$ cat config.mk
export PLATFORM = sky130hd
export DESIGN_NAME = bcm_baseline_subtract
export DESIGN_NICKNAME = d
export VERILOG_FILES = /design/src/rtl/bcm_baseline_subtract.sv
export SDC_FILE = /design/constraint.sdc
export NUM_CORES = 2
export LEC_CHECK = 0
export CAP_MARGIN = 20
export CORE_MARGIN = 4
export CORE_UTILIZATION = 40
export CTS_BUF_LIST = sky130_fd_sc_hd__clkbuf_16
export DETAILED_ROUTE_END_ITERATION = 8
export PLACE_DENSITY_LB_ADDON = 0.2
export SLEW_MARGIN = 0
export SYNTH_ARGS = -nofsm -noshare
export SYNTH_HDL_FRONTEND = slang
export SYNTH_SLANG_ARGS = --single-unit
$ cat constraint.sdc
create_clock -name adcClk -period 9.3 [get_ports adcClk]
set_input_delay 1.395 -clock adcClk [delete_from_list [all_inputs] [get_ports adcClk]]
set_output_delay 1.395 -clock adcClk [all_outputs]
set_load 0.05 [all_outputs]
$ cat src/rtl/bcm_baseline_subtract.sv
// Per-channel DC baseline removal for the bunch current monitor ADC stream.
// The baseline is learned during beam-free gates (block average, then EMA).
module bcm_baseline_subtract #(
  parameter int CHANNEL_COUNT         = 4,
  parameter int AXI_SAMPLES_PER_CLOCK = 2,
  parameter int AXI_SAMPLE_WIDTH      = 16,
  parameter int ADC_WIDTH             = 14,
  parameter int INIT_LOG2             = 8,
  parameter int ALPHA_SHIFT           = 6
) (
  input  logic                                                          adcClk,
  input  logic                                                          adcResetN,
  input  logic                                                          inValid,
  input  logic [CHANNEL_COUNT*AXI_SAMPLES_PER_CLOCK*AXI_SAMPLE_WIDTH-1:0] inData,
  input  logic                                                          baselineGate,
  input  logic                                                          reinit,
  output logic                                                          outValid,
  output logic [CHANNEL_COUNT*AXI_SAMPLES_PER_CLOCK*AXI_SAMPLE_WIDTH-1:0] outData,
  output logic                                                          baselineReady,
  input  logic [((CHANNEL_COUNT > 1) ? $clog2(CHANNEL_COUNT) : 1)-1:0]  baselineSel,
  output logic [31:0]                                                   baselineValue
);

  localparam int LANES     = CHANNEL_COUNT * AXI_SAMPLES_PER_CLOCK;
  localparam int DATA_W    = LANES * AXI_SAMPLE_WIDTH;
  localparam int ADC_SHIFT = AXI_SAMPLE_WIDTH - ADC_WIDTH;
  localparam int SPC_LOG2  = $clog2(AXI_SAMPLES_PER_CLOCK);
  localparam int SUM_W     = ADC_WIDTH + SPC_LOG2;
  localparam int BASE_W    = ADC_WIDTH + ALPHA_SHIFT + 1;
  localparam int INT_W     = BASE_W - ALPHA_SHIFT;
  localparam int ACC_W     = ADC_WIDTH + INIT_LOG2 + 1;
  localparam int CNT_W     = INIT_LOG2 + 1;
  localparam int DIFF_W    = ADC_WIDTH + 2;

  localparam logic [CNT_W-1:0]         LAST_INIT_BEAT = CNT_W'((2 ** INIT_LOG2) - 1);
  localparam logic signed [DIFF_W-1:0] SAT_MAX        = DIFF_W'((2 ** (ADC_WIDTH - 1)) - 1);
  localparam logic signed [DIFF_W-1:0] SAT_MIN        = DIFF_W'(-(2 ** (ADC_WIDTH - 1)));

  typedef enum logic [0:0] {
    ST_INIT  = 1'b0,
    ST_TRACK = 1'b1
  } state_t;

  // Clip a corrected sample to the ADC range and left-adjust it in its field.
  function automatic logic [AXI_SAMPLE_WIDTH-1:0] sat_pack(input logic signed [DIFF_W-1:0] diff);
    logic signed [ADC_WIDTH-1:0] clip;
    if (diff > SAT_MAX) begin
      clip = SAT_MAX[ADC_WIDTH-1:0];
    end else if (diff < SAT_MIN) begin
      clip = SAT_MIN[ADC_WIDTH-1:0];
    end else begin
      clip = diff[ADC_WIDTH-1:0];
    end
    return AXI_SAMPLE_WIDTH'(clip) << ADC_SHIFT;
  endfunction

  state_t                    state_q, state_d;
  logic [CNT_W-1:0]          cnt_q, cnt_d;
  logic                      ready_q, ready_d;
  logic signed [ACC_W-1:0]   acc_q  [CHANNEL_COUNT];
  logic signed [ACC_W-1:0]   acc_d  [CHANNEL_COUNT];
  logic signed [BASE_W-1:0]  base_q [CHANNEL_COUNT];
  logic signed [BASE_W-1:0]  base_d [CHANNEL_COUNT];

  logic signed [ADC_WIDTH-1:0] adc_s      [LANES];
  logic signed [ADC_WIDTH-1:0] mean_s     [CHANNEL_COUNT];
  logic signed [INT_W-1:0]     int_base_s [CHANNEL_COUNT];
  logic                        gated_s;

  logic                      s1_valid_q, s1_valid_d;
  logic signed [DIFF_W-1:0]  diff_q [LANES];
  logic signed [DIFF_W-1:0]  diff_d [LANES];
  logic                      out_valid_q, out_valid_d;
  logic [DATA_W-1:0]         out_data_q, out_data_d;
  logic [31:0]               base_val_q, base_val_d;

  // The low pad bits of each field carry no ADC information.
  logic unused_s;
  assign unused_s = ^inData;

  assign gated_s = inValid && baselineGate;

  // Sample extraction, per-channel beat mean and the integer baseline in use.
  always_comb begin
    logic signed [SUM_W-1:0] sum_v;
    sum_v = '0;
    for (int l = 0; l < LANES; l++) begin
      adc_s[l] = inData[l*AXI_SAMPLE_WIDTH + ADC_SHIFT +: ADC_WIDTH];
    end
    for (int c = 0; c < CHANNEL_COUNT; c++) begin
      sum_v = '0;
      for (int k = 0; k < AXI_SAMPLES_PER_CLOCK; k++) begin
        sum_v = sum_v + SUM_W'(adc_s[c*AXI_SAMPLES_PER_CLOCK + k]);
      end
      mean_s[c]     = ADC_WIDTH'(sum_v >>> SPC_LOG2);
      int_base_s[c] = (state_q == ST_TRACK) ? INT_W'(base_q[c] >>> ALPHA_SHIFT) : '0;
    end
  end

  // Baseline learning state machine: block average in INIT, EMA in TRACK.
  always_comb begin
    state_d = state_q;
    cnt_d   = cnt_q;
    ready_d = ready_q;
    acc_d   = acc_q;
    base_d  = base_q;
    if (reinit) begin
      state_d = ST_INIT;
      cnt_d   = '0;
      ready_d = 1'b0;
      for (int c = 0; c < CHANNEL_COUNT; c++) begin
        acc_d[c]  = '0;
        base_d[c] = '0;
      end
    end else begin
      case (state_q)
        ST_INIT: begin
          if (gated_s) begin
            for (int c = 0; c < CHANNEL_COUNT; c++) begin
              acc_d[c] = acc_q[c] + ACC_W'(mean_s[c]);
            end
            if (cnt_q == LAST_INIT_BEAT) begin
              for (int c = 0; c < CHANNEL_COUNT; c++) begin
                base_d[c] = BASE_W'(acc_d[c] >>> INIT_LOG2) <<< ALPHA_SHIFT;
                acc_d[c]  = '0;
              end
              cnt_d   = '0;
              ready_d = 1'b1;
              state_d = ST_TRACK;
            end else begin
              cnt_d = cnt_q + CNT_W'(1);
            end
          end else begin
            cnt_d = cnt_q;
          end
        end
        ST_TRACK: begin
          if (gated_s) begin
            for (int c = 0; c < CHANNEL_COUNT; c++) begin
              base_d[c] = base_q[c] + BASE_W'(mean_s[c]) - (base_q[c] >>> ALPHA_SHIFT);
            end
          end else begin
            base_d = base_q;
          end
        end
        default: begin
          state_d = ST_INIT;
          cnt_d   = '0;
          ready_d = 1'b0;
        end
      endcase
    end
  end

  // Learning state registers.
  always_ff @(posedge adcClk or negedge adcResetN) begin
    if (!adcResetN) begin
      state_q <= ST_INIT;
      cnt_q   <= '0;
      ready_q <= 1'b0;
      for (int c = 0; c < CHANNEL_COUNT; c++) begin
        acc_q[c]  <= '0;
        base_q[c] <= '0;
      end
    end else begin
      state_q <= state_d;
      cnt_q   <= cnt_d;
      ready_q <= ready_d;
      acc_q   <= acc_d;
      base_q  <= base_d;
    end
  end

  // Two-stage correction pipe: subtract, then saturate and repack.
  always_comb begin
    s1_valid_d  = inValid;
    out_valid_d = s1_valid_q;
    diff_d      = diff_q;
    out_data_d  = out_data_q;
    if (inValid) begin
      for (int l = 0; l < LANES; l++) begin
        diff_d[l] = DIFF_W'(adc_s[l]) - DIFF_W'(int_base_s[l / AXI_SAMPLES_PER_CLOCK]);
      end
    end else begin
      diff_d = diff_q;
    end
    if (s1_valid_q) begin
      for (int l = 0; l < LANES; l++) begin
        out_data_d[l*AXI_SAMPLE_WIDTH +: AXI_SAMPLE_WIDTH] = sat_pack(diff_q[l]);
      end
    end else begin
      out_data_d = out_data_q;
    end
  end

  // Pipeline registers.
  always_ff @(posedge adcClk or negedge adcResetN) begin
    if (!adcResetN) begin
      s1_valid_q  <= 1'b0;
      out_valid_q <= 1'b0;
      out_data_q  <= '0;
      for (int l = 0; l < LANES; l++) begin
        diff_q[l] <= '0;
      end
    end else begin
      s1_valid_q  <= s1_valid_d;
      out_valid_q <= out_valid_d;
      out_data_q  <= out_data_d;
      diff_q      <= diff_d;
    end
  end

  // Baseline readback mux; unselectable channels read as zero.
  always_comb begin
    if (32'(baselineSel) < CHANNEL_COUNT) begin
      base_val_d = 32'(base_q[baselineSel]);
    end else begin
      base_val_d = '0;
    end
  end

  // Readback register.
  always_ff @(posedge adcClk or negedge adcResetN) begin
    if (!adcResetN) begin
      base_val_q <= '0;
    end else begin
      base_val_q <= base_val_d;
    end
  end

  assign outValid      = out_valid_q;
  assign outData       = out_data_q;
  assign baselineReady = ready_q;
  assign baselineValue = base_val_q;

endmodule

==> run summary <==
Status: complete, no violations
Top Layer Used: met4
Fraction of layout cells with a size suffix above 1: 5.44%
CP Capture Type: flip-flop
Pin count of the biggest net entering global routing: 140
Met1 wire length: 56.4 mm
Rel. slew slack: 22.8%
Largest cells by area after synthesis: dfrtp_1 30%, ha_1 12%, nand2_1 5.2%
Yosys top cell area share: 30.2%
Nets: 5148
Critical path buffers and inverters: 2
Syn Inst Count: 4413
Setup Buffers After CTS: 0
CTS clk-pin slew, worst paths: 60 ps
CP top delay family: compound AO/OA/AOI/OAI gates
Vias in the first global route: 29989
Root buffer selected by CTS: clkbuf_16
Critical Path Start Type: input pin
PwrDens: 187 mW/mm^2
Post-DP HPWL: 87.2 mm
Clk_lat worst skew: 640 ps
Fillers: 8905
Critical path's slowest cell: a221o_1
First-pass GRT wire length: 179 mm
Area of the multi-input gates: 0.0236 mm^2
CTS-repair resized insts: 0
Seq cells post-synth: 450
Critical path class: in -> reg
Hold_ws: 484 ps
Worst Tran Pin Value: 1160 ps
Top-count cell post-synth: nand2_1
Total routed wirelength: 116 mm
Starting Density: 40.5%
Final hold vios: 0
Final ANT Viol Nets: 0
1st-iter DRT viols: 2534
Synth top cells by count: 515 x nand2_1, 450 x dfrtp_1, 447 x inv_1, 443 x nor2_1, 345 x ha_1
WL met2: 49.0 mm
Met3 Wirelength: 7.74 mm
Gp weighted congestion: 0.922
Maximum VDD drop: 0.142 mV
Endpoints failing setup: 0
Core area: 0.0921 mm^2
Slew Limit Fails: 0
Post-DR wirelength/cell: 19.8 um
Critical path data required time: 9780 ps
Skew final: 26.2 ps
Register area: 0.0113 mm^2
CP max stage delay: 600 ps
Post-synth EDFFs: 0
I/O Pins: 297
Setup TNS: 0 ps
Unique cell type count in the Yosys netlist: 81
Remaining design rule violation count: 0
Max Fanout on Critical Path: 11
Initial antenna violation count: 14
Clk sink count: 450
CTS tree: done
RSZ-0062 raised after global routing: no
Cts hold-fix bufs: 0
Top_reg_cell synth: dfrtp_1
Die Width: 313 um
Cts bufs inserted: 54
Layout area overhead: 14.6%
Sequential fraction of the synthesis area: 30.2%
Final Cycle Share: 68.3%
GRT Overall Usage: 23.1%
Yosys warnings: 0
CTS H-tree depth: 2
Die height: 313 um
# port buffers: 264
Vias per cell: 5.46
Post-Syn Area: 0.0373 mm^2
Clock buffer depth: 3
Leading area contributor after synthesis: dfrtp_1
Leak: 19.4 nW
Avg Inst Size Synth: 8.45 um^2
CP cell instances: clkdlybuf4s50_1, fa_1, a211oi_2, nor2_1, o41ai_2, o21ai_1, o41a_1, a221o_1, fa_1, inv_1, ha_1, a21oi_1, o21ai_0, a221o_1, a211oi_1, o21bai_1, a21oi_1, xnor2_1, o21ai_0
Arrival time at the worst endpoint: 6830 ps
Num rows: 111
Gr ovfl total: 0
Maxcap violations: 0
Routed vias: 32036
Final min period: 6350 ps
Async SR Flop Fraction: 100%
Pre-antenna DRT Iters: 8
Max frequency: 157 MHz
HP Class: reg -> reg
Die ar.: 0.0981 mm^2
==> worst register-to-register path, delay by kind of cell (launching register included) <==
kind	cells	cell delay, ps
adder cells (fa/ha/maj)	1	340
buffers and inverters	1	540
flip-flops	1	590
AND/OR/NAND/NOR	2	400
AO/OA/AOI/OAI	8	2430
==> stage by stage <==
step | setup slack, ps | total power [mW] | std cells | util (%) | area (um^2)
after CTS | 2980 | 8.02 | 5856 | 46.4 | 42700
final | 2950 | 7.98 | 5863 | 46.4 | 42700
after detailed placement | 2320 | 5.77 | 5759 | 44.4 | 40900
after global routing | 2410 | 8.51 | 5861 | 46.4 | 42700
after floorplan | 3540 | 4.90 | 4428 | - | 37300
after global placement | 2350 | 5.74 | 5758 | 44.4 | 40900
==> per-layer routing <==
| metal | vias to the layer above | track usage [%] |
|---|---|---|
| li1 | 15647 | - |
| met1 | 15326 | 34.8 |
| met2 | 938 | 34.5 |
| met3 | 125 | 3.64 |
| met4 | 0 | 5.76 |
| met5 | - | 0 |
==> logic make-up (layout without fill, tap and decap cells) <==
kind of cell | count (synthesis) | in the layout | share of synthesized area (%)
and+or+nand+nor | 1359 | 1359 | 15.9
xor gates and xnor gates | 250 | 250 | 5.95
DFF | 450 | 450 | 30.2
muxes | 96 | 96 | 3.47
AOI/OAI and AO/OA | 1172 | 1172 | 20.9
other | 1 | 23 | 0.0101
adders and majority gates | 441 | 441 | 16.7
buffers and inverters | 644 | 829 | 6.79
==> worst paths after layout <==
kind	startpoint	endpoint	slack, ps	depth (start not counted)
worst max register to register	state_q	diff_q[45]	4910	12
worst min-delay path	acc_q[48]	acc_q[48]	480	2
worst min register to register	acc_q[48]	acc_q[48]	480	2
max in group asynchronous	adcResetN	acc_q[23]	6650	3
min in group asynchronous	adcResetN	acc_q[74]	840	1
worst max-delay path	inData[99]	base_q[20]	2950	19
==> area by class of cell <==
type / instances / area share, %
Multi-Input combinational cell: 3334 / 55.2
Sequential cell: 450 / 26.4
Timing Repair Buffer: 284 / 6.62
Inverter: 448 / 3.94
Tap cell: 1243 / 3.64
Clock buffer: 54 / 3.16
Clock inverter: 43 / 1.04
Antenna cell: 7 / 0.0410
==> registers in the layout, summed over array words and instances (netlist names) <==
name           count
outData          112
diff_q           128
baselineValue     21
state_q            1
outValid           1
base_q            84
out_valid_d        1
baselineReady      1
acc_q             92
cnt_q              9
==> where the power goes <==
group | internal (mW) | switching [mW] | leakage (nW)
Combinational | 1.37 | 2.00 | 12.7
Sequential | 2.18 | 0.229 | 5.76
Clock | 1.28 | 0.918 | 0.913
==> cells in the final DEF, fill, tap and decap left out, types with 18 or more instances in the layout <==
master	n
o211ai_1	128
and3_1	22
o21ai_0	320
o31ai_1	34
dfrtp_1	448
xor2_1	110
a22o_1	63
clkbuf_16	54
clkdlybuf4s50_1	262
a31oi_1	43
o21bai_1	24
nand3_1	76
a211o_1	22
or3_1	42
nor4_1	18
nor2_1	438
xnor2_1	138
a21o_1	85
a221o_1	18
nor2b_1	77
nand2_1	514
a31o_2	30
mux4_2	21
ha_1	345
inv_1	455
mux2i_1	18
fa_1	96
a21boi_0	26
a21oi_1	192
nand2b_1	21
buf_4	19
o21a_1	34
a211oi_1	33
mux2_2	57
or2_2	19
nor3_1	84
No activity file was read; power rests on OpenSTA's default activity.
